**src/rtl/ram8x8_access_ctrl.sv**
```systemverilog
// Round-robin two-port arbiter and access sequencer for the 8x8 8T SRAM array.
// Drives decoder enables, precharge, sense and write-bitline controls; returns read data via req/ack.
module ram8x8_access_ctrl #(
    parameter int PRE_CYCLES = 1,
    parameter int ACC_CYCLES = 2
) (
    input  logic       clk,
    input  logic       rst,
    input  logic       r0_req,
    input  logic       r1_req,
    input  logic       r0_we,
    input  logic       r1_we,
    input  logic [2:0] r0_addr,
    input  logic [2:0] r1_addr,
    input  logic [7:0] r0_wdata,
    input  logic [7:0] r1_wdata,
    output logic       r0_ack,
    output logic       r1_ack,
    output logic [7:0] rdata,
    output logic [2:0] dec_a,
    output logic       wwl_en,
    output logic       rwl_en,
    output logic       pre,
    output logic       sae,
    output logic [7:0] wbl,
    output logic       wbl_oe,
    input  logic [7:0] rbl
);

    typedef enum logic [2:0] {IDLE, PRE, READ, SENSE, WRITE, DONE} state_t;

    localparam logic [3:0] PRE_LOAD = 4'(PRE_CYCLES - 1);
    localparam logic [3:0] ACC_LOAD = 4'(ACC_CYCLES - 1);

    state_t     state, state_nx;
    logic [3:0] cnt, cnt_nx;
    logic       last_grant;
    logic [7:0] wdata_q;
    logic       req_any;
    logic       gnt;
    logic       gnt_we;

    // On a tie the requester not served last wins; otherwise whoever is asking.
    assign req_any = r0_req | r1_req;
    assign gnt     = (r0_req & r1_req) ? ~last_grant : r1_req;
    assign gnt_we  = gnt ? r1_we : r0_we;

    always_comb begin
        // NOTE: defaults first so every path assigns every variable; no latches.
        state_nx = state;
        cnt_nx   = cnt;
        unique case (state)
            IDLE: begin
                if (req_any) begin
                    state_nx = gnt_we ? WRITE : PRE;
                    cnt_nx   = gnt_we ? ACC_LOAD : PRE_LOAD;
                end
            end
            PRE: begin
                if (cnt == 4'd0) begin
                    state_nx = READ;
                    cnt_nx   = ACC_LOAD;
                end else begin
                    cnt_nx = cnt - 4'd1;
                end
            end
            READ: begin
                if (cnt == 4'd0) state_nx = SENSE;
                else             cnt_nx   = cnt - 4'd1;
            end
            SENSE:   state_nx = DONE;
            WRITE: begin
                if (cnt == 4'd0) state_nx = DONE;
                else             cnt_nx   = cnt - 4'd1;
            end
            DONE:    state_nx = IDLE;
            default: state_nx = IDLE;
        endcase
    end

    // Array controls decode straight from state so reset kills them asynchronously.
    assign pre    = (state == PRE);
    assign rwl_en = (state == READ) || (state == SENSE);
    assign sae    = (state == SENSE);
    assign wwl_en = (state == WRITE);
    assign wbl_oe = (state == WRITE);
    assign wbl    = (state == WRITE) ? wdata_q : 8'h00;
    assign r0_ack = (state == DONE) && !last_grant;
    assign r1_ack = (state == DONE) &&  last_grant;

    // NOTE: sequential state uses non-blocking assignments only.
    always_ff @(posedge clk or posedge rst) begin
        if (rst) begin
            state      <= IDLE;
            cnt        <= 4'd0;
            last_grant <= 1'b1;
            dec_a      <= 3'd0;
            wdata_q    <= 8'h00;
            rdata      <= 8'h00;
        end else begin
            state <= state_nx;
            cnt   <= cnt_nx;
            if (state == IDLE && req_any) begin
                last_grant <= gnt;
                dec_a      <= gnt ? r1_addr  : r0_addr;
                wdata_q    <= gnt ? r1_wdata : r0_wdata;
            end
            // rbl is sampled once at the edge ending SENSE.
            if (state == SENSE) rdata <= rbl;
        end
    end

endmodule

```
**config.mk**
```make
export PLATFORM = sky130hd
export DESIGN_NAME = ram8x8_access_ctrl
export DESIGN_NICKNAME = d
export VERILOG_FILES = /design/src/rtl/ram8x8_access_ctrl.sv
export SDC_FILE = /design/constraint.sdc
export NUM_CORES = 1
export LEC_CHECK = 0
export BUFFER_PORTS_ARGS = -buffer_cell sky130_fd_sc_hd__buf_4
export CORE_MARGIN = 4
export CORE_UTILIZATION = 51
export DETAILED_ROUTE_END_ITERATION = 10
export PLACE_DENSITY = 0.86
export RECOVER_POWER = 100
export SKIP_LAST_GASP = 1
export SLEW_MARGIN = 20
export SYNTH_ARGS = -nofsm -noshare
export SYNTH_HDL_FRONTEND = slang
export SYNTH_SLANG_ARGS = --single-unit
```
**constraint.sdc**
```tcl
create_clock -name clk -period 3 [get_ports clk]
set_clock_uncertainty 0.05 [all_clocks]
set_input_delay 0.15 -clock clk [delete_from_list [all_inputs] [get_ports clk]]
set_output_delay 0.15 -clock clk [all_outputs]
set_load 0.02 [all_outputs]
```
After elaboration in Yosys (flattened, before gate mapping)
Cells that the tools add are included.
{"block": "totals", "ff_bits": 27, "latchBits": 0, "mem_bits_rw": 0, "mem_bits_ro": 0, "input_bits": 36, "output_inout_bits": 26, "wordCells": 47, "n_memories": 0}
{"block": "classes", "n_addsub": 1, "n_mul": 0, "div": 0, "order_cmp": 0, "n_eq_ne": 10, "shift": 0, "n_mux": 16, "n_bitwise": 3, "reduce_logical": 11}
{"cell": "3-bit two-way mux", "n": 6}
{"cell": "8-bit two-way mux", "n": 2}
{"cell": "3-bit one-hot mux with 5 select lines", "n": 1}
{"cell": "4-bit two-way mux", "n": 3}
{"cell": "4-bit one-hot mux with 3 select lines", "n": 1}
{"cell": "3-bit by 2-bit equality test with 1-bit output (second input constant)", "n": 2}
{"cell": "3-bit equality test (second input constant)", "n": 2}
{"cell": "2-bit inequality test (second input constant)", "n": 3}
{"cell": "4-bit logical NOT", "n": 1}
{"cell": "2-bit by 1-bit inequality test with 1-bit output (second input constant)", "n": 2}
{"cell": "4-bit AND reduction", "n": 1}
{"cell": "4-bit by 1-bit subtractor with 4-bit output (second input constant)", "n": 1}
{"cell": "3-bit by 1-bit equality test with 1-bit output (second input constant)", "n": 1}
{"cell": "1-bit logical AND", "n": 3}
{"cell": "3-bit logical NOT", "n": 1}
{"cell": "1-bit two-way mux", "n": 3}
{"cell": "3-bit AND reduction", "n": 1}
{"cell": "3-bit nonzero test", "n": 1}
{"cell": "2-bit OR reduction", "n": 1}
{"cell": "1-bit AND", "n": 1}
{"cell": "1-bit logical NOT", "n": 1}
{"cell": "1-bit logical OR", "n": 1}
{"cell": "1-bit inverter", "n": 1}
{"cell": "1-bit OR", "n": 1}

Logic depth before layout (Yosys ltp)
Gate-level depths: netlist of run 1.
{"block": "logic_depth", "depth_word": 6, "mapped_depth": 6, "depth_no_buf": 6}

Worst setup path before layout of run 1
Ideal clock, no wire load.
{"block": "synth_path", "path_kind": "register to output", "from": "reg state[0]", "to": "out r0_ack", "t_arrival_ps": 1452, "required_ps": 2800, "slack_ps": 1348, "stages_incl_launch_ff": 4, "n_path_buf": 1, "path_cell_list": "dfrtp_1 -> buf_2 -> inv_1 -> nor4b_1"}
{"block": "synth_between", "elab_chain_cells": 2}
{"item": "from (decl)", "line_no": "35", "rtl": "state_t state, state_nx;"}
{"item": "from (signal assigned)", "line_no": "101", "rtl": "state <= state_nx;"}
{"item": "3-bit equality test", "line_no": "88", "rtl": "assign r0_ack = (state == DONE) && !last_grant;"}
{"item": "1-bit logical AND", "line_no": "88"}
{"item": "to (decl)", "line_no": "17", "rtl": "output logic r0_ack,"}
Every way passes these cells.

Worst setup path in the final report of run 1
{"block": "layout_path", "from": "reg state[2]", "to": "out wbl[7]"}
{"block": "layout_between", "elab_chain_cells": 2}
{"item": "3-bit equality test", "line_no": "87", "rtl": "assign wbl = (state == WRITE) ? wdata_q : 8'h00;"}
{"item": "8-bit two-way mux", "line_no": "87"}
{"item": "to (decl)", "line_no": "25", "rtl": "output logic [7:0] wbl,"}
Every way passes these cells.

==> results of run 1 <==
## power groups by stage
stage / logic, mW / clock network [mW] / registers (mW)
finish: 1.00 / 0.153 / 0.702
global placement: 1.12 / 0 / 0.697
floorplan: 0.786 / 0 / 0.732
CTS: 1.17 / 0.162 / 0.706
detailed placement: 1.16 / 0 / 0.712
global route: 1.11 / 0.172 / 0.733
## what timing repair did
item | CTS | global route
hold endpoints to repair | 5 | 27
hold buffers | 5 | 2
endpoints found under the setup margin | 0 | 0
## sequential cells by signal, indices dropped and copies added, names as in the netlist
name        flops
state           3
cnt             4
rdata           8
dec_a           3
wdata_q         8
last_grant      1
## cells in the mapped netlist (2+ instances only)
master,count,area share [%]
nand2_1,13,3.3
inv_1,9,2.3
a21oi_1,4,1.3
nand3b_1,3,1.5
o21ai_2,6,3.5
o32ai_2,2,2.2
mux2i_1,12,8.0
buf_6,2,1.5
and2_1,8,3.4
nor2_1,3,0.75
mux2_2,9,6.8
o211ai_1,2,1.0
buf_2,5,1.7
o21ai_1,5,1.7
ha_1,2,1.7
nor3b_2,2,1.7
xnor2_1,2,1.2
dfrtp_1,26,44
## placed cells by master, fill, tap and decap left out, drive strengths merged, types with 2 or more instances in the layout
| master | count |
|---|---|
| o32ai | 2 |
| dfrtp | 26 |
| mux2 | 10 |
| o21ai | 12 |
| nor3b | 2 |
| nor2 | 3 |
| dlygate4sd3 | 7 |
| ha | 2 |
| nand2 | 14 |
| inv | 8 |
| buf | 43 |
| o211ai | 2 |
| mux2i | 12 |
| and2 | 8 |
| clkbuf | 23 |
| nand3b | 3 |
| a21oi | 4 |
| xnor2 | 2 |
## final timing paths
| kind | cells after the start | end | from | slack, ns |
|---|---|---|---|---|
| max | 3 | wbl[7] | state[2] | 0.61 |
| min | 2 | rdata[1] | rbl[1] | 0.01 |
| max reg2reg | 5 | state[0] | last_grant | 0.72 |
| min reg2reg | 2 | wdata_q[2] | wdata_q[2] | 0.44 |
| max in group asynchronous | 3 | rdata[6] | rst | 2.06 |
| min in group asynchronous | 3 | rdata[4] | rst | 0.41 |
## kinds of logic (layout without fill, tap and decap cells)
| logic type | Yosys count | in the layout |
|---|---|---|
| and+or+nand+nor | 40 | 40 |
| AOI/OAI and AO/OA | 27 | 27 |
| DFF | 27 | 27 |
| muxes | 22 | 22 |
| buffers and inverters | 17 | 82 |
| adders and majority gates | 2 | 2 |
| xor gates and xnor gates | 2 | 2 |
## cell type report
class | count | area [sq um]
fillers | 219 | 856
clock buffers | 4 | 26.3
multi-input cells | 93 | 682
inverters | 9 | 33.8
flip-flops and latches | 27 | 677
well taps | 31 | 38.8
repair buffers | 69 | 468
## metal layers
layer | global-route usage, % | vias to the layer above
met5 | 0 | -
met4 | 4.88 | 0
met3 | 4.68 | 2
met2 | 31.1 | 35
met1 | 22.6 | 586
li1 | - | 612
## metrics by stage
step / hold slack [ns] / utilization, % / total power [mW] / worst slack (ns)
after floorplan: 0.152 / - / 1.52 / 1.35
after global placement: 0.334 / 69.9 / 1.82 / 1.03
after detailed placement: 0.339 / 69.9 / 1.88 / 0.993
after CTS: 0.00349 / 72.6 / 2.04 / 0.939
after global routing: 0.00240 / 69.2 / 2.01 / 0.402
final: 0.0128 / 69.2 / 1.86 / 0.610
==> results.md, run 1 <==
* Status: complete, no violations
* Comb pwr share at a little over half
* Worst vdd ir at approximately 0.00065 V
* Psw at around 0.85 mW
* Antenna cell count at 0
* Fmax at 418 MHz
* Crit-path cells: nor3b_1 > and2_1 > buf_4
* Final setup fails at 0
* Clock power frac at under 10%
* Met3 WL post-DR at roughly 200 um
* Antenna violations before repair at 0
* Mean Syn Cell Area at roughly 11 sq um
* DP Area at 1940 sq um
* CTS tree: yes
* Max Used Layer: met4
* Syn Inst Count at around 140
* Cts bufs inserted at 3
* Design area at 1930 sq um
* Post-synthesis compound-gate area fraction at ~14%
* Final wirelength at 3440 um
* Largest family of logic cells by synthesized area: multiplexers
* CP Capture Type: primary output
* Clk_lat worst skew at just over 0.3 ns
* DRT iter0 DRCs at 25
* Postcts setup bufs at 0
* XOR/XNOR Fraction of Synth Area at 1.17%
* Area growth from synthesis to layout at 28.9%
* Max FO, Critical Path at 13
* Reg clk slew, reported paths at 0.14 ns
* WP buf/inv at 1
* Finished Layout Cells at about 230
* EDFF count, synth at 0
* Chip Height at between 60 and 70 um
* Sw Share at between 40% and 50%
* Period minus WS final at between 2 and 2.5 ns
* Flops & latches, synth at 27
* Vias in the first global route at between 1000 and 1500
* LEAKAGE at around 0.90 nW
* Seq/Total Area, Yosys at a little under half
* Global-route wire length before repair at 5820 um
* Worst min path class: input port to flop
* Hold Vio Cnt, Final at 0
* Slowest cell on the critical path: nor3b_1
* Port buffer count at slightly above 60
* Library cells used by synthesis at 40
* # rows at 19
* Asr flop ratio synth at 100%
* # H-tree levels at 1
* CP delay by family, top: simple AND/OR/NAND/NOR gates
* Layout cells sized above 1 at a little under 30%
* Effective utilization at floorplan at a little over half
* Largest net degree at the start of global routing at 28
* DRC at 0
* Clock root buffer: clkbuf_4
* Slew margin rel. at a little under a third
* Reg power frac at between 30% and 40%
* Primary FF master, synth: dfrtp_1
* Die Span X at 62.1 um
* Dpl hpwl at around 2600 um
* # placed instances at around 220
* Worst EP required at 2.80 ns
* Synth Area in Adders at between 1.5 and 2%
* Simple-gate share of the synthesized area at 15.7%
* WL met1 at approximately 1500 um
* Via count at about 1200
* Antenna Nets Post-Route at 0
* Placer Congestion at about 0.75
* Crit share post-route at approximately 80%
* Post-CTS resize count at 0
* Mapped cell area at ~1500 sq um
* Max-cap viol count at 0
* Metal2 WL at between 1500 and 2000 um
* Pre-antenna DRT Iters at 4
* Synth Warn # at 0
* Die ar. at slightly below 4000 sq um
* Vias/cell at around 5.3
* I/O Pins at 62
* Startpoint Class: flop
* Critical path type: flop to primary output
* Tot GR Track Use at 18.2%
* Pwr/cell area at approximately 960 nW/um^2
* GRT Residual Overflow at 0
* Synth Net Count at approximately 180
* CTS max path bufs at 2
* P_int at slightly above 1 mW
* Slew @ Worst Pin at 1.03 ns
* Setup_tns at 0 ns
* Layout net count at ~240
* RSZ-0062 raised after global routing: false
* Core Box Area at about 2800 sq um
* Slew Limit Fails at 0
* WP data arrival at approximately 2.2 ns
* Mux cell area share after synthesis at approximately 16%
* Slowest stage delay, CP at between 0.8 and 0.9 ns
* WL/cell at between 10 and 15 um
* CTS sink count at 27
(Power assumes the default switching activity.)
==> run 2, diff against run 1 <==
CORE_UTILIZATION = 47   (was 51)
PLACE_DENSITY = 0.8   (was 0.86)
clock period = 2.2 ns   (was 3 ns; I/O delays follow)
==> run 2 against run 1 <==
  * First-iteration DRC count up 140%
  * Design area up 5.7%
  * Die area up 7.4%
  * Flip-flop and latch count unchanged
  * Sequential share of layout area down 1.9 points
  * Register-to-register slack worse by 0.56 ns
  * Combinational power up 45%
  * Power up 39%
  * Largest cell class unchanged
  * Highest routed layer unchanged
==> results.md, run 2 (synthesis gave the netlist of run 1 again) <==
* Status: complete, no violations
* Design area at 2030 sq um
* Largest net degree at the start of global routing at 28
* Slew @ Worst Pin at between 1 and 1.5 ns
* Hold slack at approximately 0.014 ns
* Fmax at ~490 MHz
* Global-route wire length before repair at between 5000 and 6000 um
* RSZ-0062 raised after global routing: false
* Antenna cell count at 0
* Max FO, Critical Path at 12
* CTS tree: yes
* Startpoint Class: flop
* CTS sink count at 27
* Worst min path class: input port to flop
* Antenna Nets Post-Route at 0
* DP Area at roughly 2000 sq um
* Effective utilization at floorplan at about 49%
* Setup_tns at 0 ns
* Clock root buffer: clkbuf_4
* Worst EP required at between 2 and 2.5 ns
* Antenna violations before repair at 0
* Area growth from synthesis to layout at 36.2%
* WP data arrival at approximately 2.2 ns
* Reg clk slew, reported paths at around 0.14 ns
* Hold Vio Cnt, Final at 0
* Die Span X at between 60 and 70 um
* Slowest stage delay, CP at between 0.6 and 0.7 ns
* Clk_lat worst skew at between 0.3 and 0.4 ns
* GRT Residual Overflow at 0
* Vias/cell at between 5 and 6
* Slowest cell on the critical path: dfstp_1
* Layout net count at 250
* Max-cap viol count at 0
* DRC at 0
* # placed instances at 239
* Final Worst Setup Slack at 0.159 ns
* Final wirelength at between 3000 and 4000 um
* Vias in the first global route at between 1000 and 1500
* Crit share post-route at between 90% and 100%
* # fillers at 286
* Slew margin rel. at between 5 and 6%
* Pre-antenna DRT Iters at 4
* Most frequent cells in the layout: buf_4, dfrtp_1, clkbuf_1
* Tot Pwr at 2.58 mW
* Core Box Area at 3050 sq um
* Die ar. at 4140 sq um
* Pwr/cell area at between 1000 and 1500 nW/um^2
* FF/Latch Area at between 600 and 700 sq um
* CP delay by family, top: buffers and inverters
* Worst vdd ir at 0.000639 V
* Period minus WS final at around 2.0 ns
* Commonest non-fill, non-tap cell in the layout: buf_4
* I/O Pins at 62
* Layout cells sized above 1 at between 30 and 40%
* Tot GR Track Use at roughly 17%
* Cts bufs inserted at 3
* Port buffer count at around 60
* Finished Layout Cells at 255
* Crit-path cells: a21boi_2 > clkbuf_2 > mux2i_1 > dlygate4sd3_1 > o21ai_2
* Placer Congestion at 0.758
* Top Registers: rdata: 8 flops, wdata_q: 8 flops, cnt: 4 flops
* Post-Place Worst Slack at 0.435 ns
* Final setup fails at 0
* Chip Height at about 64 um
* LEAKAGE at between 0.9 and 1 nW
* # rows at 20
* Slew Limit Fails at 0
* CTS max path bufs at 2
* Critical path type: flop to flop
* DRT iter0 DRCs at a little under 60
* Post-CTS resize count at 0
* Via count at approximately 1300
* # H-tree levels at 1
* CP Capture Type: flop
* WL/cell at between 10 and 15 um
* Area of the multi-input gates at around 700 sq um
* Dpl hpwl at 2570 um
* Fin util at 66.6%
* WP buf/inv at 2
run 2: what timing repair did:
item / 4_1_cts / 5_1_grt
hold buffers: 9 / 3
hold endpoints to repair: 34 / 2
buffers inserted: 0 / 0
run 2: path summary, 6_finish.rpt:
check	from	to	slack (ns)	depth (start not counted)
max in group asynchronous	rst	state[0]	0.52	4
max reg2reg	last_grant	wdata_q[4]	0.16	5
min reg2reg	wdata_q[3]	wdata_q[3]	0.44	2
max	last_grant	wdata_q[4]	0.16	5
min in group asynchronous	rst	cnt[1]	0.77	4
min	r1_wdata[2]	wdata_q[2]	0.01	3
run 2: final cells by class:
class / count / area share (%)
Sequential cell: 27 / 33.3
Inverter: 9 / 1.66
Timing Repair Buffer: 78 / 26.6
Clock buffer: 4 / 1.29
Tap cell: 44 / 2.71
Multi-Input combinational cell: 93 / 34.5
run 2: worst register-to-register path, cell delays in order, from the launching register on:
cell	delay, ns
dfstp_1	0.62
a21boi_2	0.08
clkbuf_2	0.28
mux2i_1	0.25
dlygate4sd3_1	0.60
o21ai_2	0.05
run 2: power by group:
part           leakage [nW]  switching, mW  internal [mW]  total, mW
combinational         0.613          0.855          0.598       1.45
clock                0.0150          0.141         0.0707      0.211
sequential            0.328          0.174          0.739      0.913
total                 0.957           1.17           1.41       2.58
run 2: per-layer routing:
layer / global-route usage, % / up-vias / share of wire (%)
met4: 4.75 / 0 / 1.0
met5: 0 / - / 0
met2: 31.4 / 36 / 54
met3: 3.34 / 4 / 4.0
li1: - / 627 / -
met1: 20.9 / 630 / 40
==> run 3, diff against run 2 <==
CTS_BUF_LIST = sky130_fd_sc_hd__clkbuf_16   (was default)
clock period = 2.3 ns   (was 2.2 ns; I/O delays follow)
==> run 3 against run 2 <==
  * Setup slack improved by 0.12 ns
  * Design area is 3.6% lower
  * Count of clock-buffer cells in the layout fell by 1
  * First-iteration DRC count up 12%
  * Sequential share of layout area is 1.3 points higher
  * Final cell count down 5.5%
  * Non-clock buffer count shrank 14
  * Die area stayed put
  * Critical path type is now flop to primary output
  * Critical endpoint is now wbl[4]
  * Largest cell class unchanged
  * Largest power group unchanged
==> results.md, run 3 (synthesis gave the netlist of run 1 again) <==
* LEAKAGE at between 0.9 and 1 nW
* Final setup fails at 0
* FF-to-FF Start: state[1]
* Largest net degree at the start of global routing at 28
* WP buf/inv at 1
* WL/cell at roughly 14 um
* Top Registers: rdata: 8 flops, wdata_q: 8 flops, cnt: 4 flops
* DRC at 0
* Final wirelength at between 3000 and 4000 um
* Startpoint Class: flop
* P_int at ~1.5 mW
* Dpl hpwl at 2490 um
* Crit share post-route at between 80% and 90%
* Psw at ~1.1 mW
* Comb pwr share at between 50 and 60%
* Fmax at 495 MHz
* Chip Height at 64.4 um
* Clk_lat worst skew at between 0.2 and 0.3 ns
* Port buffer count at 61
* CTS tree: yes
* Slowest stage delay, CP at 0.59 ns
* Global-route wire length before repair at about 5600 um
* Worst vdd ir at 0.000716 V
* Cts bufs inserted at 3
* DP Area at ~2000 sq um
* Worst min path class: input port to flop
* Antenna Nets Post-Route at 0
* Slew Limit Fails at 0
* Crit path to: wbl[4]
* Tot Pwr at around 2.6 mW
* Area growth from synthesis to layout at 31.2%
* Reg clk slew, reported paths at around 0.060 ns
* Antenna violations before repair at 0
* Design area at 1960 sq um
* GRT Residual Overflow at 0
* Via count at roughly 1200
* Hold slack at roughly 0.037 ns
* Effective utilization at floorplan at 48.9%
* Critical path type: flop to primary output
* CTS max path bufs at 2
* Tot GR Track Use at between 10% and 20%
* Status: complete, no violations
* Max FO, Critical Path at 13
* Hold Vio Cnt, Final at 0
* Clock power frac at between 10% and 20%
* Post-Place Worst Slack at about 0.14 ns
* Max-cap viol count at 0
* DRT iter0 DRCs at 66
* # rows at 20
* Global routing met3 resource utilization at 2.99%
* RSZ-0062 raised after global routing: false
* Setup_tns at 0 ns
* Clock root buffer: clkbuf_16
* Placer Congestion at between 0.6 and 0.7
* Final Worst Setup Slack at 0.280 ns
* Hold Crit Depth at 2
* CP Depth at 3
* WP data arrival at approximately 1.9 ns
* Layout cells sized above 1 at between 30% and 40%
* Die Span X at about 64 um
* GR peak layer: met2
* Met1 Resource Use GR at between 20% and 30%
* Vias in the first global route at roughly 1300
* GR Layer Usage met2 at between 30% and 40%
* Commonest non-fill, non-tap cell in the layout: buf_4
* Worst R2R End: last_grant
* # fillers at roughly 300
* Worst EP required at 2.13 ns
* Antenna cell count at 0
* CP Capture Type: primary output
* CTS sink count at 27
* Most frequent cells in the layout: buf_4, dfrtp_1, clkbuf_1
* Reg power frac at a little over a third
* Pre-antenna DRT Iters at 4
* Sw Share at 43.5%
* Reg2reg path depth at 4
* Slew margin rel. at 5.94%
* Period minus WS final at 2.02 ns
* CP delay by family, top: simple AND/OR/NAND/NOR gates
* R2r setup slk at around 0.3 ns
* Die ar. at just over 4000 sq um
* Pwr/cell area at between 1000 and 1500 nW/um^2
* Slowest cell on the critical path: dfrtp_1
* Vias/cell at ~5
* Crit-path cells: nor3b_2 > and2_1 > clkbuf_1
* Slew @ Worst Pin at approximately 1.4 ns
* # H-tree levels at 1
* Worst Setup SP: state[2]
* Core Box Area at ~3000 sq um
* I/O Pins at 62
* Layout net count at approximately 240
[run 3: cell count changes in the layout (fill, tap and decap cells not counted), sizes merged]
cell	before	now
buf	44	41
clkbuf	26	25
dlygate4sd3	12	1
inv	9	10
[run 3: stage by stage]
step,std cells,utilization (%)
6_report,241,64.2
5_1_grt,241,64.2
3_5_place_dp,236,64.4
4_1_cts,241,67.3
2_1_floorplan,137,-
3_3_place_gp,236,64.4
[run 3: timing repair]
action | 4_1_cts | 5_1_grt
endpoints found under the setup margin | 0 | 1
resized for setup | 0 | 1
hold endpoints to repair | 26 | 0
hold buffers | 1 | 0
buffers inserted | 0 | 0
[run 3: final cells by class]
class                   instances  area, sq um  area share [%]
clock buffers                   3         75.1            3.83
clock inverters                 1         3.75           0.191
inverters                       9         33.8            1.72
multi-input cells              93          711            36.2
flip-flops and latches         27          677            34.5
well taps                      44         55.1            2.81
repair buffers                 64          405            20.7
[run 3: worst min path at each step]
stage                start       end
global route        rbl[5]  rdata[5]
detailed placement     rst  rdata[4]
finish              rbl[0]  rdata[0]
CTS                 rbl[0]  rdata[0]
global placement       rst  rdata[4]
floorplan              rst    cnt[0]
[run 3: metal layers]
layer  up-vias  routed length, um
met5         -                  0
met2        30               1760
li1        600                  -
met1       583               1410
met4         0                 36
met3         4                124
[run 3: power by group through the flow]
stage,sequential [mW],clock (mW),combinational [mW]
6_report,0.924,0.382,1.32
5_1_grt,0.962,0.411,1.45
4_1_cts,0.925,0.395,1.53
3_5_place_dp,0.929,0,1.51
3_3_place_gp,0.908,0,1.47
2_1_floorplan,0.954,0,1.03
